### config.mk
export PLATFORM = sky130hd
export DESIGN_NAME = mem_arbiter_flat
export DESIGN_NICKNAME = d
export VERILOG_FILES = /design/src/rtl/mem_arbiter_if.sv /design/src/rtl/mem_arbiter.sv /design/src/flat_wrapper.sv
export SDC_FILE = /design/constraint.sdc
export NUM_CORES = 1
export LEC_CHECK = 0
export ABC_AREA = 1
export BUFFER_PORTS_ARGS = -buffer_cell sky130_fd_sc_hd__buf_2
export CORE_AREA = 3 3 545 547
export CTS_BUF_LIST = sky130_fd_sc_hd__clkbuf_8 sky130_fd_sc_hd__clkbuf_16
export DETAILED_ROUTE_END_ITERATION = 10
export DIE_AREA = 0 0 548 550
export GPL_TIMING_DRIVEN = 0
export SLEW_MARGIN = 10
export SYNTH_ARGS = -nofsm -noshare
export SYNTH_HDL_FRONTEND = slang
export SYNTH_SLANG_ARGS = --single-unit
export TNS_END_PERCENT = 30
### constraint.sdc
create_clock -name clk_i -period 3.6 [get_ports clk_i]
set_input_delay 0.36 -clock clk_i [delete_from_list [all_inputs] [get_ports clk_i]]
set_output_delay 0.36 -clock clk_i [all_outputs]
set_load 0.01 [all_outputs]
### src/rtl/mem_arbiter_if.sv
// Request/memory bundle for mem_arbiter: per-channel request lanes, response
// return path, and the single shared line-wide memory port.
`timescale 1ns/1ps
interface mem_arbiter_if #(
   parameter int unsigned NUM_CH = 2,
   parameter int unsigned ADDR_W = 32,
   parameter int unsigned LINE_W = 256
);
   logic [NUM_CH-1:0]        req_enable_i;
   logic [NUM_CH-1:0]        req_write_i;
   logic [NUM_CH*ADDR_W-1:0] req_addr_i;
   logic [NUM_CH*LINE_W-1:0] req_data_i;
   logic [NUM_CH-1:0]        resp_ack_o;
   logic [LINE_W-1:0]        resp_data_o;
   logic [NUM_CH-1:0]        grant_o;
   logic                     mem_enable_o;
   logic                     mem_write_o;
   logic [ADDR_W-1:0]        mem_addr_o;
   logic [LINE_W-1:0]        mem_data_o;
   logic [LINE_W-1:0]        mem_data_i;
   logic                     mem_ack_i;

   // Arbiter side
   modport slave (
      input  req_enable_i, req_write_i, req_addr_i, req_data_i, mem_data_i, mem_ack_i,
      output resp_ack_o, resp_data_o, grant_o,
             mem_enable_o, mem_write_o, mem_addr_o, mem_data_o
   );

   // Cache controllers plus memory model side
   modport master (
      output req_enable_i, req_write_i, req_addr_i, req_data_i, mem_data_i, mem_ack_i,
      input  resp_ack_o, resp_data_o, grant_o,
             mem_enable_o, mem_write_o, mem_addr_o, mem_data_o
   );
endinterface

### src/rtl/mem_arbiter.sv
// N-channel arbiter sharing one line-wide memory port among cache controllers.
// Round-robin by default; define ARB_FIXED_PRIO_EN for lowest-index-wins priority.
`timescale 1ns/1ps
module mem_arbiter #(
   parameter int unsigned NUM_CH = 2,
   parameter int unsigned ADDR_W = 32,
   parameter int unsigned LINE_W = 256
) (
   input logic          clk_i,
   input logic          rst_i,
   mem_arbiter_if.slave bus
);
   localparam int unsigned PTR_W = (NUM_CH > 1) ? $clog2(NUM_CH) : 1;

   typedef enum logic [1:0] {IDLE, BUSY, DONE} state_t;

   state_t              state_q, state_n;
   logic                mem_enable_q, mem_enable_n;
   logic                mem_write_q, mem_write_n;
   logic [ADDR_W-1:0]   mem_addr_q, mem_addr_n;
   logic [LINE_W-1:0]   mem_data_q, mem_data_n;
   logic [NUM_CH-1:0]   resp_ack_q, resp_ack_n;
   logic [LINE_W-1:0]   resp_data_q, resp_data_n;
   logic [NUM_CH-1:0]   grant_q, grant_n;
   logic [PTR_W-1:0]    winner_c;
   logic                found_c;
   logic                any_req_c;

`ifndef ARB_FIXED_PRIO_EN
   logic [PTR_W-1:0]    last_ptr_q, last_ptr_n;
   logic [31:0]         idx_c;
`endif

   assign any_req_c = |bus.req_enable_i;

   // Winner select: first set request scanning from the search origin
   always_comb begin
      winner_c = '0;
      found_c  = 1'b0;
`ifdef ARB_FIXED_PRIO_EN
      for (int unsigned i = 0; i < NUM_CH; i++) begin
         if (!found_c && bus.req_enable_i[PTR_W'(i)]) begin
            winner_c = PTR_W'(i);
            found_c  = 1'b1;
         end
      end
`else
      idx_c = '0;
      for (int unsigned i = 0; i < NUM_CH; i++) begin
         idx_c = (32'(last_ptr_q) + i + 32'd1) % NUM_CH;
         if (!found_c && bus.req_enable_i[PTR_W'(idx_c)]) begin
            winner_c = PTR_W'(idx_c);
            found_c  = 1'b1;
         end
      end
`endif
   end

   // Next-state and registered-output values
   always_comb begin
      state_n      = state_q;
      mem_enable_n = mem_enable_q;
      mem_write_n  = mem_write_q;
      mem_addr_n   = mem_addr_q;
      mem_data_n   = mem_data_q;
      resp_ack_n   = resp_ack_q;
      resp_data_n  = resp_data_q;
      grant_n      = grant_q;
`ifndef ARB_FIXED_PRIO_EN
      last_ptr_n   = last_ptr_q;
`endif
      unique case (state_q)
         IDLE: begin
            if (any_req_c) begin
               state_n      = BUSY;
               mem_enable_n = 1'b1;
               mem_write_n  = bus.req_write_i[winner_c];
               mem_addr_n   = bus.req_addr_i[32'(winner_c)*ADDR_W +: ADDR_W];
               mem_data_n   = bus.req_data_i[32'(winner_c)*LINE_W +: LINE_W];
               grant_n      = NUM_CH'(1) << winner_c;
`ifndef ARB_FIXED_PRIO_EN
               last_ptr_n   = winner_c;
`endif
            end
         end
         BUSY: begin
            if (bus.mem_ack_i) begin
               state_n      = DONE;
               mem_enable_n = 1'b0;
               resp_ack_n   = grant_q;
               if (!mem_write_q) begin
                  resp_data_n = bus.mem_data_i;
               end
            end
         end
         DONE: begin
            // Acked channel still holds its enable here, so no arbitration yet
            state_n    = IDLE;
            resp_ack_n = '0;
            grant_n    = '0;
         end
         default: state_n = IDLE;
      endcase
   end

   always_ff @(posedge clk_i) begin
      if (!rst_i) begin
         state_q      <= IDLE;
         mem_enable_q <= 1'b0;
         mem_write_q  <= 1'b0;
         mem_addr_q   <= '0;
         mem_data_q   <= '0;
         resp_ack_q   <= '0;
         resp_data_q  <= '0;
         grant_q      <= '0;
`ifndef ARB_FIXED_PRIO_EN
         last_ptr_q   <= PTR_W'(NUM_CH - 1);
`endif
      end else begin
         state_q      <= state_n;
         mem_enable_q <= mem_enable_n;
         mem_write_q  <= mem_write_n;
         mem_addr_q   <= mem_addr_n;
         mem_data_q   <= mem_data_n;
         resp_ack_q   <= resp_ack_n;
         resp_data_q  <= resp_data_n;
         grant_q      <= grant_n;
`ifndef ARB_FIXED_PRIO_EN
         last_ptr_q   <= last_ptr_n;
`endif
      end
   end

   assign bus.mem_enable_o = mem_enable_q;
   assign bus.mem_write_o  = mem_write_q;
   assign bus.mem_addr_o   = mem_addr_q;
   assign bus.mem_data_o   = mem_data_q;
   assign bus.resp_ack_o   = resp_ack_q;
   assign bus.resp_data_o  = resp_data_q;
   assign bus.grant_o      = grant_q;
endmodule

### src/flat_wrapper.sv
// flat-port wrapper written by rule: the top's interface ports become plain ports
module mem_arbiter_flat 
#(
   parameter int unsigned NUM_CH = 2,
   parameter int unsigned ADDR_W = 32,
   parameter int unsigned LINE_W = 256
)
  (clk_i, rst_i, bus_req_enable_i, bus_req_write_i, bus_req_addr_i, bus_req_data_i, bus_mem_data_i, bus_mem_ack_i, bus_resp_ack_o, bus_resp_data_o, bus_grant_o, bus_mem_enable_o, bus_mem_write_o, bus_mem_addr_o, bus_mem_data_o);
  mem_arbiter_if #(.NUM_CH(NUM_CH), .ADDR_W(ADDR_W), .LINE_W(LINE_W)) bus_i ();
  input logic clk_i;
  input logic rst_i;
  input wire logic [$bits(bus_i.req_enable_i)-1:0] bus_req_enable_i;
  input wire logic [$bits(bus_i.req_write_i)-1:0] bus_req_write_i;
  input wire logic [$bits(bus_i.req_addr_i)-1:0] bus_req_addr_i;
  input wire logic [$bits(bus_i.req_data_i)-1:0] bus_req_data_i;
  input wire logic [$bits(bus_i.mem_data_i)-1:0] bus_mem_data_i;
  input wire logic [$bits(bus_i.mem_ack_i)-1:0] bus_mem_ack_i;
  output wire logic [$bits(bus_i.resp_ack_o)-1:0] bus_resp_ack_o;
  output wire logic [$bits(bus_i.resp_data_o)-1:0] bus_resp_data_o;
  output wire logic [$bits(bus_i.grant_o)-1:0] bus_grant_o;
  output wire logic [$bits(bus_i.mem_enable_o)-1:0] bus_mem_enable_o;
  output wire logic [$bits(bus_i.mem_write_o)-1:0] bus_mem_write_o;
  output wire logic [$bits(bus_i.mem_addr_o)-1:0] bus_mem_addr_o;
  output wire logic [$bits(bus_i.mem_data_o)-1:0] bus_mem_data_o;
  assign bus_i.req_enable_i = bus_req_enable_i;
  assign bus_i.req_write_i = bus_req_write_i;
  assign bus_i.req_addr_i = bus_req_addr_i;
  assign bus_i.req_data_i = bus_req_data_i;
  assign bus_i.mem_data_i = bus_mem_data_i;
  assign bus_i.mem_ack_i = bus_mem_ack_i;
  assign bus_resp_ack_o = bus_i.resp_ack_o;
  assign bus_resp_data_o = bus_i.resp_data_o;
  assign bus_grant_o = bus_i.grant_o;
  assign bus_mem_enable_o = bus_i.mem_enable_o;
  assign bus_mem_write_o = bus_i.mem_write_o;
  assign bus_mem_addr_o = bus_i.mem_addr_o;
  assign bus_mem_data_o = bus_i.mem_data_o;
  mem_arbiter #(.NUM_CH(NUM_CH), .ADDR_W(ADDR_W), .LINE_W(LINE_W)) u_core (.clk_i(clk_i), .rst_i(rst_i), .bus(bus_i));
endmodule
==> impl_results.md <==
* Max_cap viols at 0
* Vias/cell at 3.62
* First-pass DRT Iterations at 6
* First-pass GRT wire length at 329 mm
* Die height at 550 um
* Overall die area at 301000 um2
* Cell variety after synth at 14
* Mapped Avg Cell Area at 6.86 um2
* Std-Cell Rows at 199
* Worst-Margin Slew at 1.42 ns
* CTS root buffer: clkbuf_16
* Worst-path maximum fanout at 10
* Iter 0 DRT Violations at 3795
* Slew Limit Headroom at 5.51%
* Clock transition at path regs at 0.06 ns
* Worst Setup Start Kind: flop
* HPWL Detailed at 228 mm
* Post-layout util at 15.1%
* Post-route insts no fill at 9560
* Clk_skew at 0.0549 ns
* Critical path data arrival time at 4.07 ns
* Placer Congestion at 0.999
* Ranking of synthesized cells by area: dfxtp_1 48%, nand2_1 23%, nand3_1 12%
* I/O Buffers at 1388
* Mapped Cells at 3393
* Number of CTS-inserted buffers at 79
* Count leader, synth: nand2_1
* Flop2flop setup slack at 0.20 ns
* Initial antenna violation count at 202
* Insertion delay to the later sink of the worst-skew pair at 0.79 ns
* DIE WIDTH at 548 um
* Layout cells sized above 1 at 30.0%
* Most used DFF post-synth: dfxtp_1
* Number of global-route vias before repair at 32972
* Yosys reg bits at 553
* Min Tclk post-route at 3.40 ns
* Core ar. at 293000 um2
* Largest net degree at the start of global routing at 14
* WL per Instance at 27.8 um
* Peak supply drop at 0.000312 V
* Clock sink total at 553
* DRC Markers at 0
* Total Nets Final at 6322
* Initial core utilization at 7.95%
* I/O pin cnt at 1389
* Post-synth ARST share at 0%
* Commonest cells in the netlist: 1426 x nand2_1, 553 x dfxtp_1, 550 x nand3_1, 549 x a21oi_1, 158 x clkbuf_1
* Cell taking the most area after synthesis: dfxtp_1
* Critical Path RT at 4.27 ns
* Post-synth top area share at 47.5%
* Via count at 34649
* Final wirelength at 266 mm
* CTS tree: yes
* Grt ovf at 0
* Final Hold Viols at 0
* WS Path Type: flop to flop
* Period utilization at 94.5%
* Placed inst area at 35200 um2
* Post-route antenna net violation count at 0
* Synth-to-layout area growth at 90.2%
* Static Leak at 19.9 nW
* Final non-filler cell area at 44300 um2
* Hold WS at 0.0648 ns
* Maximum clock frequency at 294 MHz
* H-tree lvl count at 3
* Max Slew Vio Count at 0
* Multi-input logic area at 10900 um2
* Register area share after synthesis at 47.5%
* Post-Syn Area at 23300 um2
* Ys Warns at 0
* Final setup fails at 0
* CP Capture Type: flop
* Cell Pwr Density at 456 nW/um2
* Total power at 0.0202 W
* Syn Nets at 4232
* Filler cell count at 33710
* Post-synth EDFFs at 0
* RSZ-0062 raised after global routing: no
* Total track usage at 16.7%
* Outcome: completed
* Post_cts resized at 0
* Sequential standard cell area at 11100 um2
* Clock tree buffer depth at 4
* Worst min path class: primary input to flop
* Placed Instances at 8703
==> report_power, final <==
group	switching, W	internal (W)
Clock	0.00339	0.00485
Combinational	0.00337	0.00177
Sequential	0.000259	0.00655
==> sequential cells by signal (all words and copies together), names as in the netlist, 2 cells and up <==
register and cells:
u_core.bus.resp_ack_o 2, u_core.bus.mem_addr_o 32, u_core.bus.resp_data_o 256, u_core.bus.grant_o 2, u_core.state_q 2, u_core.bus.mem_data_o 256
==> through the flow <==
stage / worst slack [ns] / setup TNS, ns
4_1_cts: 0.298 / 0
3_3_place_gp: -0.501 / -30.62
2_1_floorplan: 2.26 / 0
6_report: 0.198 / 0
3_5_place_dp: 0.282 / 0
5_1_grt: 0.129 / 0
==> metal layers <==
layer	vias to the layer above	GRT usage, %	wire length, um
li1	15444	-	-
met1	16133	18.9	100000
met2	2314	24.4	109000
met3	646	9.34	38600
met4	112	9.38	17000
met5	-	0.735	989
==> cells in the final DEF, fill, tap and decap left out, types with 3 or more instances in the layout <==
cell type      instances
clkbuf_2               7
dlygate4sd3_1        618
buf_1                 12
dfxtp_1              553
clkbuf_8              13
clkinv_2              12
buf_4                  3
buf_2               1519
clkbuf_16             79
a21oi_1              549
nand2_1             1426
clkinv_4               4
inv_6                  4
nand3_1              550
inv_2                  3
inv_1                 11
clkinvlp_4             5
clkbuf_1             151
bufinv_16              8
diode_2              103
==> layout make-up <==
cell class | instances | area share, %
timing repair buffer | 2009 | 29.8
buffer | 304 | 2.99
sequential | 553 | 25.0
clock inverter | 44 | 1.07
clock buffer | 92 | 4.87
antenna | 103 | 0.582
inverter | 5 | 0.0424
multi-input combinational | 2531 | 24.6
tap | 3919 | 11.1
==> cell families after synthesis <==
family                 Yosys count  synth area share, %
and+or+nand+nor               1979                 34.9
AOI/OAI and AO/OA              552                 11.9
DFF                            553                 47.5
buffers and inverters          309                 5.73
==> worst max-delay path, cell delays in order, from the launching register on <==
cell	delay, ns
dfxtp_1	0.32
nand2_1	0.07
nand2_1	0.07
buf_2	0.58
buf_2	0.66
buf_2	0.62
nand2_1	0.12
nand2_1	0.08
dlygate4sd3_1	0.55
nand2_1	0.06
a21oi_1	0.12
==> worst paths after layout <==
kind	startpoint	endpoint	depth (start not counted)
setup / recovery	u_core.last_ptr_q	u_core.bus.mem_data_o[158]	10
hold / removal	bus_mem_data_i[49]	u_core.bus.resp_data_o[49]	3
setup reg to reg	u_core.last_ptr_q	u_core.bus.mem_data_o[158]	10
hold reg to reg	u_core.bus.resp_ack_o[1]	u_core.bus.resp_ack_o[1]	2
==> what timing repair did <==
| action | 4_1_cts | 5_1_grt |
|---|---|---|
| setup buffers | 0 | 0 |
| endpoints found under the hold margin | 471 | 0 |
| setup endpoints to repair | 0 | 0 |
| hold buffers | 618 | 0 |
Note: power is estimated with default switching activity, not from simulation.
